## config.mk

```make
export PLATFORM = sky130hd
export DESIGN_NAME = prescaled_counter
export DESIGN_NICKNAME = d
export VERILOG_FILES = /design/src/rtl/prescaled_counter.sv
export SDC_FILE = /design/constraint.sdc
export NUM_CORES = 1
export LEC_CHECK = 0
export CAP_MARGIN = 30
export CORE_ASPECT_RATIO = 0.6
export CORE_MARGIN = 8
export CORE_UTILIZATION = 60
export CTS_CLUSTER_DIAMETER = 40
export DETAILED_ROUTE_END_ITERATION = 7
export PLACE_DENSITY_LB_ADDON = 0.3
export SYNTH_ARGS = -nofsm -noshare
export SYNTH_HDL_FRONTEND = slang
export SYNTH_SLANG_ARGS = --single-unit
```

## constraint.sdc

```tcl
create_clock -name clk -period 5.5 [get_ports clk]
set_clock_uncertainty 0.1 [all_clocks]
set_input_delay 1.1 -clock clk [delete_from_list [all_inputs] [get_ports clk]]
set_output_delay 1.1 -clock clk [all_outputs]
set_load 0.1 [all_outputs]
```

## src/rtl/prescaled_counter.sv

```systemverilog
// Up/down counter advanced by a clk prescaler tick or a synchronized push-button step.
// Define COUNTER_DEBOUNCE_EN to debounce the step input over DB_CYCLES clocks.
module prescaled_counter #(
  parameter int WIDTH     = 4,
  parameter int DIV       = 12000000,
  parameter bit SATURATE  = 1'b0,
  parameter int DB_CYCLES = 120000
) (
  input  logic             clk,
  input  logic             rst,
  input  logic             en,
  input  logic             dir,
  input  logic             load,
  input  logic [WIDTH-1:0] load_val,
  input  logic             step_n,
  output logic [WIDTH-1:0] count,
  output logic             tick,
  output logic             tc
);

  localparam int              PW       = (DIV > 1) ? $clog2(DIV) : 1;
  localparam logic [PW-1:0]   PRE_LAST = PW'(DIV - 1);
  localparam logic [WIDTH-1:0] CNT_MAX = {WIDTH{1'b1}};
  localparam logic [WIDTH-1:0] CNT_ONE = WIDTH'(1);

  logic [PW-1:0]    pre_r, pre_nxt_s;
  logic [WIDTH-1:0] count_r, count_nxt_s;
  logic             tick_r, tick_nxt_s;
  logic             tc_r, tc_nxt_s;
  logic             sync1_r, sync2_r;
  logic             db_state_r, db_state_nxt_s;
  logic [1:0]       rdy_r;
  logic             arm_r;
  logic             step_r;
  logic             step_fall_s;
  logic             pre_term_s;
  logic             advance_s;
  logic             at_bound_s;

`ifdef COUNTER_DEBOUNCE_EN
  localparam int             DBW     = $clog2(DB_CYCLES);
  localparam logic [DBW-1:0] DB_LAST = DBW'(DB_CYCLES - 1);

  logic [DBW-1:0] db_cnt_r, db_cnt_nxt_s;

  // Debounce: the synchronized level must differ from the held state for DB_CYCLES samples
  always_comb begin
    db_cnt_nxt_s   = db_cnt_r;
    db_state_nxt_s = db_state_r;
    step_fall_s    = 1'b0;
    if (sync2_r != db_state_r) begin
      if (db_cnt_r == DB_LAST) begin
        db_cnt_nxt_s   = DBW'(0);
        db_state_nxt_s = sync2_r;
        step_fall_s    = ~sync2_r;
      end else begin
        db_cnt_nxt_s = db_cnt_r + DBW'(1);
      end
    end else begin
      db_cnt_nxt_s = DBW'(0);
    end
  end

  // Debounce counter register
  always_ff @(posedge clk or posedge rst) begin
    if (rst) begin
      db_cnt_r <= DBW'(0);
    end else begin
      db_cnt_r <= db_cnt_nxt_s;
    end
  end
`else
  // Without debounce the held state is just the previous synchronized sample
  always_comb begin
    db_state_nxt_s = sync2_r;
    step_fall_s    = db_state_r & ~sync2_r;
  end
`endif

  // Synchronizer, step pulse, and arming so a button held through reset is ignored
  always_ff @(posedge clk or posedge rst) begin
    if (rst) begin
      sync1_r    <= 1'b1;
      sync2_r    <= 1'b1;
      db_state_r <= 1'b1;
      rdy_r      <= 2'b00;
      arm_r      <= 1'b0;
      step_r     <= 1'b0;
    end else begin
      sync1_r    <= step_n;
      sync2_r    <= sync1_r;
      db_state_r <= db_state_nxt_s;
      rdy_r      <= {rdy_r[0], 1'b1};
      arm_r      <= arm_r | (rdy_r[1] & sync2_r);
      step_r     <= step_fall_s & arm_r;
    end
  end

  assign pre_term_s = en && (pre_r == PRE_LAST);
  assign advance_s  = pre_term_s | step_r;
  assign at_bound_s = dir ? (count_r == CNT_MAX) : (count_r == WIDTH'(0));

  // Prescaler and counter next state; load overrides everything, including a pending step
  always_comb begin
    pre_nxt_s   = pre_r;
    count_nxt_s = count_r;
    tick_nxt_s  = 1'b0;
    tc_nxt_s    = 1'b0;
    if (load) begin
      pre_nxt_s   = PW'(0);
      count_nxt_s = load_val;
    end else begin
      if (en) begin
        pre_nxt_s = pre_term_s ? PW'(0) : (pre_r + PW'(1));
      end else begin
        pre_nxt_s = pre_r;
      end
      tick_nxt_s = pre_term_s;
      if (advance_s) begin
        tc_nxt_s = at_bound_s;
        if (at_bound_s && SATURATE) begin
          count_nxt_s = count_r;
        end else if (dir) begin
          count_nxt_s = count_r + CNT_ONE;
        end else begin
          count_nxt_s = count_r - CNT_ONE;
        end
      end else begin
        tc_nxt_s = 1'b0;
      end
    end
  end

  // Counter state and registered outputs
  always_ff @(posedge clk or posedge rst) begin
    if (rst) begin
      pre_r   <= PW'(0);
      count_r <= WIDTH'(0);
      tick_r  <= 1'b0;
      tc_r    <= 1'b0;
    end else begin
      pre_r   <= pre_nxt_s;
      count_r <= count_nxt_s;
      tick_r  <= tick_nxt_s;
      tc_r    <= tc_nxt_s;
    end
  end

  assign count = count_r;
  assign tick  = tick_r;
  assign tc    = tc_r;

endmodule

```

=== Yosys cells after proc, flatten, opt, wreduce, memory -nomap -nowiden ===
Index checks and enable logic that the tools add are counted.

* Register bits: 37
* Output and inout port bits: 6

* Add/sub/neg operators: 3
* Reduce and logical (&&, ||, !) cells: 4
* Bitwise operators: 6
* Muxes and demuxes: 10
* Eq/ne operators: 2

{| class="wikitable"
|+ Operators with widths
! kind !! count
|-
| $mux 24 || 3
|-
| $add 24x1->24 const B || 1
|-
| $eq 24x24->1 const B || 1
|-
| $mux 4 || 3
|-
| $add 4x1->4 const B || 1
|-
| $eq 4x4->1 const B || 1
|-
| $logic_not 4->1 || 1
|-
| $mux 1 || 4
|-
| $reduce_bool 2->1 || 2
|-
| $sub 4x1->4 const B || 1
|-
| $and 1x1->1 || 3
|-
| $or 1x1->1 || 2
|-
| $logic_and 1x1->1 || 1
|-
| $not 1->1 || 1
|}

=== Depth between registers and ports, before layout ===
Gate-level depths: netlist of run 1.

* Word-level depth: 5
* Gate-level depth with buffers: 8
* Gate-level depth less buffers: 7

=== Worst setup path after synthesis of run 1 ===
OpenSTA, ideal clock, no wires.

* Kind: in2reg
* Start point: in dir
* End point: reg count_r[3] (netlist: count[3])
* Required time: 5.273 ns
* Buffers on the path: 0
* Setup slack: 3.081 ns
* Stages: 7
* Data arrival time: 2.192 ns
* Cells stage by stage: inv_1 -> ha_1 -> a21o_1 -> a21oi_1 -> xnor2_1 -> nand4_1 -> o311a_1

* Cells in the longest elaborated chain, start to end: 3

{| class="wikitable"
|+ Ends and longest elaborated chain
! item !! line !! RTL
|-
| start, declared || 12 || <nowiki>input logic dir,</nowiki>
|-
| $mux 4 || 123 || <nowiki>end else if (dir) begin</nowiki>
|-
| $mux 4 || 119 || <nowiki>if (advance_s) begin</nowiki>
|-
| $mux 4 || 109 || <nowiki>if (load) begin</nowiki>
|-
| end signal, assigned || 143 || <nowiki>count_r <= count_nxt_s;</nowiki>
|-
| end, declared || 27 || <nowiki>logic [WIDTH-1:0] count_r, count_nxt_s;</nowiki>
|}

Every way passes these cells. The select of a mux whose other input is x is not followed.
A chain may end at the register's enable or synchronous reset.

=== Worst setup path in the final report of run 1 ===
* Start point: in en
* End point: reg pre_r[23]

* Cells in the longest elaborated chain, start to end: 4
* Elaborated cells on any way between the ends: 5
* Those cells by class: mux (3); reduce/logical (2)

{| class="wikitable"
|+ Ends and longest elaborated chain
! item !! line !! RTL
|-
| start, declared || 11 || <nowiki>input logic en,</nowiki>
|-
| $logic_and 1x1->1 || 99 || <nowiki>assign pre_term_s = en && (pre_r == PRE_LAST);</nowiki>
|-
| $mux 24 || 114 || <nowiki>pre_nxt_s = pre_term_s ? PW'(0) : (pre_r + PW'(1));</nowiki>
|-
| $mux 24 || 113 || <nowiki>if (en) begin</nowiki>
|-
| $mux 24 || 109 ||
|-
| end signal, assigned || 142 || <nowiki>pre_r <= pre_nxt_s;</nowiki>
|-
| end, declared || 26 || <nowiki>logic [PW-1:0] pre_r, pre_nxt_s;</nowiki>
|}

Parallel ways exist; a longest one is shown, timed or not. The select of a mux whose other input is x is not followed.

==> results of run 1 <==
-- where the power goes --
part	internal (uW)	total (uW)	switching (uW)
Combinational	28.3	88.7	60.4
Sequential	280	290	9.15
Clock	147	249	102
-- flip-flops by register name, indices dropped and copies added, names as in the netlist --
signal	cells
sync1_r	1
rdy_r	2
arm_r	1
tick	1
count	4
db_state_nxt_s	1
step_r	1
tc	1
db_state_r	1
pre_r	24
-- synth_stat cells (2+ instances only) --
cell type  number  area [um2]
mux2i_1         2        20.0
nand4_1        14        87.6
ha_1            3        37.5
nand3_1        11        55.1
nor3b_1         3        22.5
a21o_1          2        15.0
nor3_1          2        10.0
and4_1          2        17.5
inv_1           7        26.3
o21ai_0         4        20.0
xnor2_1         4        35.0
clkbuf_1        4        15.0
o32ai_1         2        17.5
nand2b_1        3        18.8
nand2_1        17        63.8
or3_1           2        12.5
nor2_1         30         113
dfstp_2         3        78.8
or4_1           2        15.0
dfrtp_1        34         851
and3_1          5        31.3
xor2_1         18         158
a21oi_1         3        15.0
-- per-stage QoR --
stage | util, % | hold slack (ns) | total power [uW] | cell area [um2]
2_1_floorplan | - | 0.231 | 358 | 1950
3_3_place_gp | 66.7 | 0.233 | 380 | 2120
3_5_place_dp | 66.7 | 0.241 | 384 | 2120
4_1_cts | 70.5 | 0.259 | 629 | 2240
5_1_grt | 70.5 | 0.265 | 650 | 2240
6_report | 70.5 | 0.254 | 627 | 2240
-- critical path: cells and delay by family --
kind / cells / cell delay, ns
AND/OR/NAND/NOR: 3 / 1.20
buffers and inverters: 1 / 0.76
AO/OA/AOI/OAI: 1 / 0.11
-- how the worst max path moves through the flow --
| stage | endpoint | slack, ns | cells after the start |
|---|---|---|---|
| floorplan | count[3]$_DFFE_PP0P_ | 3.08 | 7 |
| global placement | pre_r[23]$_DFFE_PP0P_ | 2.17 | 5 |
| detailed placement | pre_r[23]$_DFFE_PP0P_ | 2.08 | 5 |
| CTS | count[0] | 2.35 | 1 |
| global route | pre_r[15]$_DFFE_PP0P_ | 2.22 | 6 |
| finish | pre_r[23]$_DFFE_PP0P_ | 2.36 | 5 |
-- logic make-up after synthesis --
group / Yosys count
xor gates and xnor gates: 22
buffers and inverters: 13
muxes: 3
other: 1
DFF: 37
and+or+nand+nor: 100
adders and majority gates: 4
AOI/OAI and AO/OA: 15
-- cell type report --
type                            instances  area [um2]
Fill cell                             214         938
Clock inverter                          2        37.5
Timing Repair Buffer                   16         158
Sequential cell                        37         930
Multi-Input combinational cell        145         955
Inverter                                7        26.3
Tap cell                               45        56.3
Clock buffer                            6        82.6
-- metal layers --
layer | global-route usage, % | vias to the layer above | wire length [um]
li1 | - | 710 | -
met1 | 22.2 | 768 | 1890
met2 | 26.6 | 52 | 1880
met3 | 4.94 | 8 | 233
met4 | 6.81 | 0 | 78
met5 | 0 | - | 0
==> key figures, run 1 <==
GRT
  – Number of global-route vias before repair: around 1500
  – First-pass GRT wire length: roughly 7.1 mm
  – Grt ovf: 0
  – Initial antenna violation count: 0
  – Largest net degree at the start of global routing: 38
  – GRT Overall Usage: 17.3%

Logic synthesis
  – Yosys cell types: between 40 and 50
  – Xor/xnor share of the synthesized area: under 10%
  – Syn Inst Count: 195
  – Post-synthesis register bit count: 37
  – Compound-Gate Fraction of Synth Area: a little under 6%
  – Synth Area in Adders: 2.95%
  – Largest family of logic cells by synthesized area: simple AND/OR/NAND/NOR gates
  – Most used DFF post-synth: dfrtp_1
  – Post-Synth Simple-Gate Area: 28.4%
  – Synth async-reset ratio: 100%
  – Number of flops mapped to enable cells by yosys: 0
  – Mux share of post-synthesis cell area: 1.60%
  – Sequential area share after synthesis: roughly 48%
  – Synth Cell Area: slightly below 2000 um2
  – Synth warn: 0
  – Avg Cell Area, Syn: roughly 10 um2
  – Syn Nets: between 200 and 250

Floorplanning
  – IO Pins: 16
  – Row Count: 16
  – DIE HEIGHT: between 60 and 70 um
  – Die width: 89.6 um
  – Initial core utilization: approximately three fifths
  – Die area: around 5400 um2
  – Core area: about 3200 um2

Drt
  – Routed vias: 1538
  – Post-Route WL: 4.09 mm
  – Mean routed wirelength per cell: ~16 um
  – Residual DRC: 0
  – Routed Antenna Nets: 0
  – Vias per cell: 5.96
  – DRT Pass-1 Iters: 4
  – Starting DRC count in detailed routing: 110

Worst setup path
  – CP Launch Point: en
  – Critical path endpoint category: flop
  – FF-to-FF End: pre_r[23]$_DFFE_PP0P_
  – Nature of the critical path startpoint: input pin
  – Crit path DAT: about 3.2 ns
  – Worst Path Max Fanout: 19
  – Kind of critical path: in -> reg
  – CP Cell Sequence: clkdlybuf4s50_1 -> nand3_1 -> or3_1 -> nand2_8 -> o32ai_1
  – Max incr delay on CP: roughly 0.76 ns
  – Depth of the worst register-to-register path: 5
  – Reg2reg start: pre_r[19]$_DFFE_PP0P_
  – Worst path required time: 5.55 ns
  – Worst R2R Setup Slack: about 3.4 ns
  – Slowest cell on crit path: clkdlybuf4s50_1

Finish
  – Most frequent cells in the layout: 34 x dfrtp_1, 30 x nor2_1, 18 x xor2_1
  – Post-Layout Cell Count: 258
  – Area growth from synthesis to layout: 15.0%
  – ANT cells: 0
  – Final #Nets: around 230
  – Most common cell after layout, fill and taps aside: dfrtp_1
  – Layout cell share with drive strength beyond 1: under 10%

Status
  – Status: complete, no violations

Timing
  – Fmax: 0.318 GHz
  – Tcrit/Tclk final: 57.1%
  – Final hold viol count: 0
  – Final worst slack: 2.36 ns
  – RSZ-0062 raised after global routing: no
  – Setup Viol. Count Final: 0
  – Setup_tns: 0 ns
  – Worst rel slew slack: 34.9%
  – Worst slew pin tran: between 0.9 and 1 ns
  – Crit path time final: 3.14 ns
  – Max-slew violation count: 0

Placed design
  – Inst Count DP: 250
  – Place WS: about 2.1 ns
  – Port Buf Inserts: 15
  – DP HPWL: roughly 3 mm
  – Placer Congestion: ~0.86

CTS
  – Clk pin slew, worst setup/hold paths: approximately 0.08 ns
  – CTS Hold Bufs: 0
  – Num CTS Buffers: 5
  – Clk sinks: 37
  – CTS Root Cell: clkbuf_8
  – Post-CTS Setup Inserts: 0
  – Clk_lat worst skew: roughly 0.29 ns
  – CTS Buffer Depth: 2
  – CTS HTree Levels: 2
  – CTS tree: yes
  – Resized cells post-CTS: 0

Worst hold path
  – HP Class: reg -> reg
  – Hold depth: 0
  – WHS Endpoint: rdy_r[1]$_DFF_PP0_
  – Startpoint of the worst hold path: rdy_r[0]$_DFF_PP0_

Flow run
  – Max-Cap Viols: 0

Power and ir drop
  – Power Density: between 200 and 300 nW/um2
  – Peak supply drop: around 300 uV
  – P_leak: ~0.00096 uW
No activity file was read; power rests on OpenSTA's default activity.
==> run 2: changes to the inputs <==
--- a/config.mk
+++ b/config.mk
@@ -8,7 +8,7 @@
 export CAP_MARGIN = 30
 export CORE_ASPECT_RATIO = 0.6
 export CORE_MARGIN = 8
-export CORE_UTILIZATION = 60
+export CORE_UTILIZATION = 57
 export CTS_CLUSTER_DIAMETER = 40
 export DETAILED_ROUTE_END_ITERATION = 7
 export PLACE_DENSITY_LB_ADDON = 0.3
==> constraint.sdc (replaced) <==
create_clock -name clk -period 3.27 [get_ports clk]
set_clock_uncertainty 0.1 [all_clocks]
set_input_delay 0.654 -clock clk [delete_from_list [all_inputs] [get_ports clk]]
set_output_delay 0.654 -clock clk [all_outputs]
set_load 0.1 [all_outputs]
==> key figures, run 2 (synthesized netlist as in run 1, its figures left out) <==
Worst setup path
  – Critical path endpoint category: flop
  – Worst Path Max Fanout: 19 (unchanged)
  – Crit path DAT: 2.67 ns (-0.52 ns)
  – Worst path required time: 3.34 ns (-2.21 ns)
  – Nature of the critical path startpoint: input pin
  – Kind of critical path: in -> reg
  – Slowest cell on crit path: clkdlybuf4s50_1
  – Largest delay share family, worst path: simple AND/OR/NAND/NOR gates
  – CP bufs+invs: 1 (unchanged)
  – CP Cell Sequence: clkdlybuf4s50_1 -> nand3_1 -> or3_1 -> nand2_8 -> o32ai_1
  – Max incr delay on CP: 0.76 ns (about the same)

Timing
  – RSZ-0062 raised after global routing: no
  – Fmax: ~0.38 GHz
  – Tcrit/Tclk final: about 80%
  – Setup_tns: 0 ns (unchanged)
  – Max-slew violation count: 0 (unchanged)
  – Final hold viol count: 0 (unchanged)
  – Worst slew pin tran: 0.675 ns (-0.299 ns)
  – Crit path time final: around 2.6 ns
  – Setup Viol. Count Final: 0 (unchanged)
  – Worst rel slew slack: 54.9% (+20 points)

Drt
  – Mean routed wirelength per cell: 16.8 um (+6.0%)
  – Routed Antenna Nets: 0 (unchanged)
  – Starting DRC count in detailed routing: 228 (+110%)
  – Post-Route WL: 4.36 mm (+6.8%)
  – Routed vias: 1545 (+0.46%)
  – Vias per cell: 5.94 (-0.32%)
  – DRT Pass-1 Iters: 4 (unchanged)
  – Residual DRC: 0 (unchanged)

Finish
  – Most frequent cells in the layout: 34 x dfrtp_1, 30 x nor2_1, 18 x xor2_1
  – ANT cells: 0 (unchanged)
  – Most common cell after layout, fill and taps aside: dfrtp_1
  – Post-Layout Cell Count: 260 (+0.78%)
  – Area of the multi-input gates: 955 um2 (unchanged)
  – Area growth from synthesis to layout: 13.5%
  – Largest register FFs: 24 (unchanged)
  – Layout cell share with drive strength beyond 1: 12.1% (+3.6 points)
  – Filler cell count: 255 (+19%)
  – Final #Nets: 228 (+0.88%)
  – Sequential cell area: 930 um2 (unchanged)
  – Top reg by flops: pre_r

GRT
  – First-pass GRT wire length: 7.54 mm (+6.3%)
  – Number of global-route vias before repair: 1549 (+1.2%)
  – GRT Overall Usage: 17.0% (-0.31 points)
  – Grt ovf: 0 (unchanged)
  – Largest net degree at the start of global routing: 38 (unchanged)
  – Initial antenna violation count: 0 (unchanged)

Floorplanning
  – DIE HEIGHT: 61.3 um (+1.9%)
  – Core area: 3260 um2 (+2.5%)
  – Die width: 91.5 um (+2.1%)
  – Initial core utilization: 59.8% (-1.5 points)
  – Die area: 5610 um2 (+4.1%)
  – Row Count: 16 (unchanged)
  – IO Pins: 16 (unchanged)

Placed design
  – Port Buf Inserts: 15 (unchanged)
  – Inst Count DP: 252 (+0.80%)
  – DP HPWL: 3.12 mm (+6.7%)
  – Placer Congestion: 0.904 (+4.7%)

CTS
  – Resized cells post-CTS: 0 (unchanged)
  – CTS HTree Levels: 2 (unchanged)
  – Clk_lat worst skew: 0.29 ns (about the same)
  – CTS tree: yes
  – CTS Hold Bufs: 0 (unchanged)
  – Post-CTS Setup Inserts: 0 (unchanged)
  – Clk pin slew, worst setup/hold paths: 0.08 ns (about the same)
  – CTS Root Cell: clkbuf_8
  – Num CTS Buffers: 5 (unchanged)
  – Clk sinks: 37 (unchanged)
  – CTS Buffer Depth: 2 (unchanged)

Power and ir drop
  – Power Density: 432 nW/um2 (+55%)
  – Cell Int Power: 668 uW (+46%)
  – Logic gate share of total power: 15.3% (+1.2 points)
  – P_leak: 0.000965 uW (+0.59%)
  – Share of power burned in the clock network: 33.7% (-6.0 points)
  – Sw Share: 30.2% (+2.9 points)
  – Switch Pwr: 289 uW (+69%)
  – Peak supply drop: 273 uV (-11%)
  – Register share of total power: 51.0% (+4.8 points)
  – Final total power: 957 uW (+53%)

Worst hold path
  – HP Class: reg -> reg

Status
  – Status: complete, no violations

Flow run
  – Max-Cap Viols: 0 (unchanged)
run 2: cell count changes in the layout (fill, tap and decap cells not counted), sizes merged:
cell and change:
buf +8, clkdlybuf4s50 -6, bufinv -1, clkbuf -1, clkinv +1, inv +1
run 2: path summary, 6_finish.rpt:
path	from	end	slack (ns)	cells past startpoint
worst max-delay path	en	pre_r[23]$_DFFE_PP0P_	0.67	5
worst min-delay path	rdy_r[0]$_DFF_PP0_	rdy_r[1]$_DFF_PP0_	0.25	0
worst max register to register	pre_r[19]$_DFFE_PP0P_	pre_r[23]$_DFFE_PP0P_	1.14	5
worst min register to register	rdy_r[0]$_DFF_PP0_	rdy_r[1]$_DFF_PP0_	0.25	0
max in group asynchronous	rst	db_state_nxt_s$_DFF_PP1_	2.06	3
min in group asynchronous	rst	pre_r[13]$_DFFE_PP0P_	0.67	3
run 2: per-stage QoR:
| stage | cell area [um2] | hold WS [ns] | setup WS [ns] | utilization, % |
|---|---|---|---|---|
| detailed placement | 2120 | 0.236 | 0.423 | 65.1 |
| global route | 2210 | 0.262 | 0.526 | 67.9 |
| floorplan | 1950 | 0.231 | 0.971 | - |
| CTS | 2210 | 0.255 | 0.731 | 67.9 |
| finish | 2210 | 0.251 | 0.670 | 67.9 |
| global placement | 2120 | 0.232 | 0.518 | 65.1 |
run 2: final cells by class:
cell class                 count  share of cell area [%]
multi-input combinational    145                    43.1
sequential                    37                    42.0
timing repair buffer          18                    7.12
clock buffer                   5                    3.11
tap                           45                    2.54
inverter                       7                    1.19
clock inverter                 3                   0.960
run 2: power by group through the flow:
stage | registers [uW] | logic (uW) | clock network (uW)
floorplan | 547 | 55.9 | 0
global placement | 495 | 144 | 0
detailed placement | 497 | 148 | 0
CTS | 488 | 148 | 328
global route | 491 | 160 | 346
finish | 489 | 147 | 322
run 2: worst register-to-register path, stage by stage, from the launching register on:
cell and delay (ns):
dfrtp_1 0.47, nor4b_1 0.31, nand4_1 0.22, or3_1 0.58, nand2_8 0.21, o32ai_1 0.11
run 2: per-layer routing:
metal	vias to the layer above	share of wire, %	GRT usage [%]
met5	-	0	0
met4	0	1.5	5.31
met3	14	7.7	4.87
met2	74	45	26.6
met1	736	45	22.4
li1	721	-	-
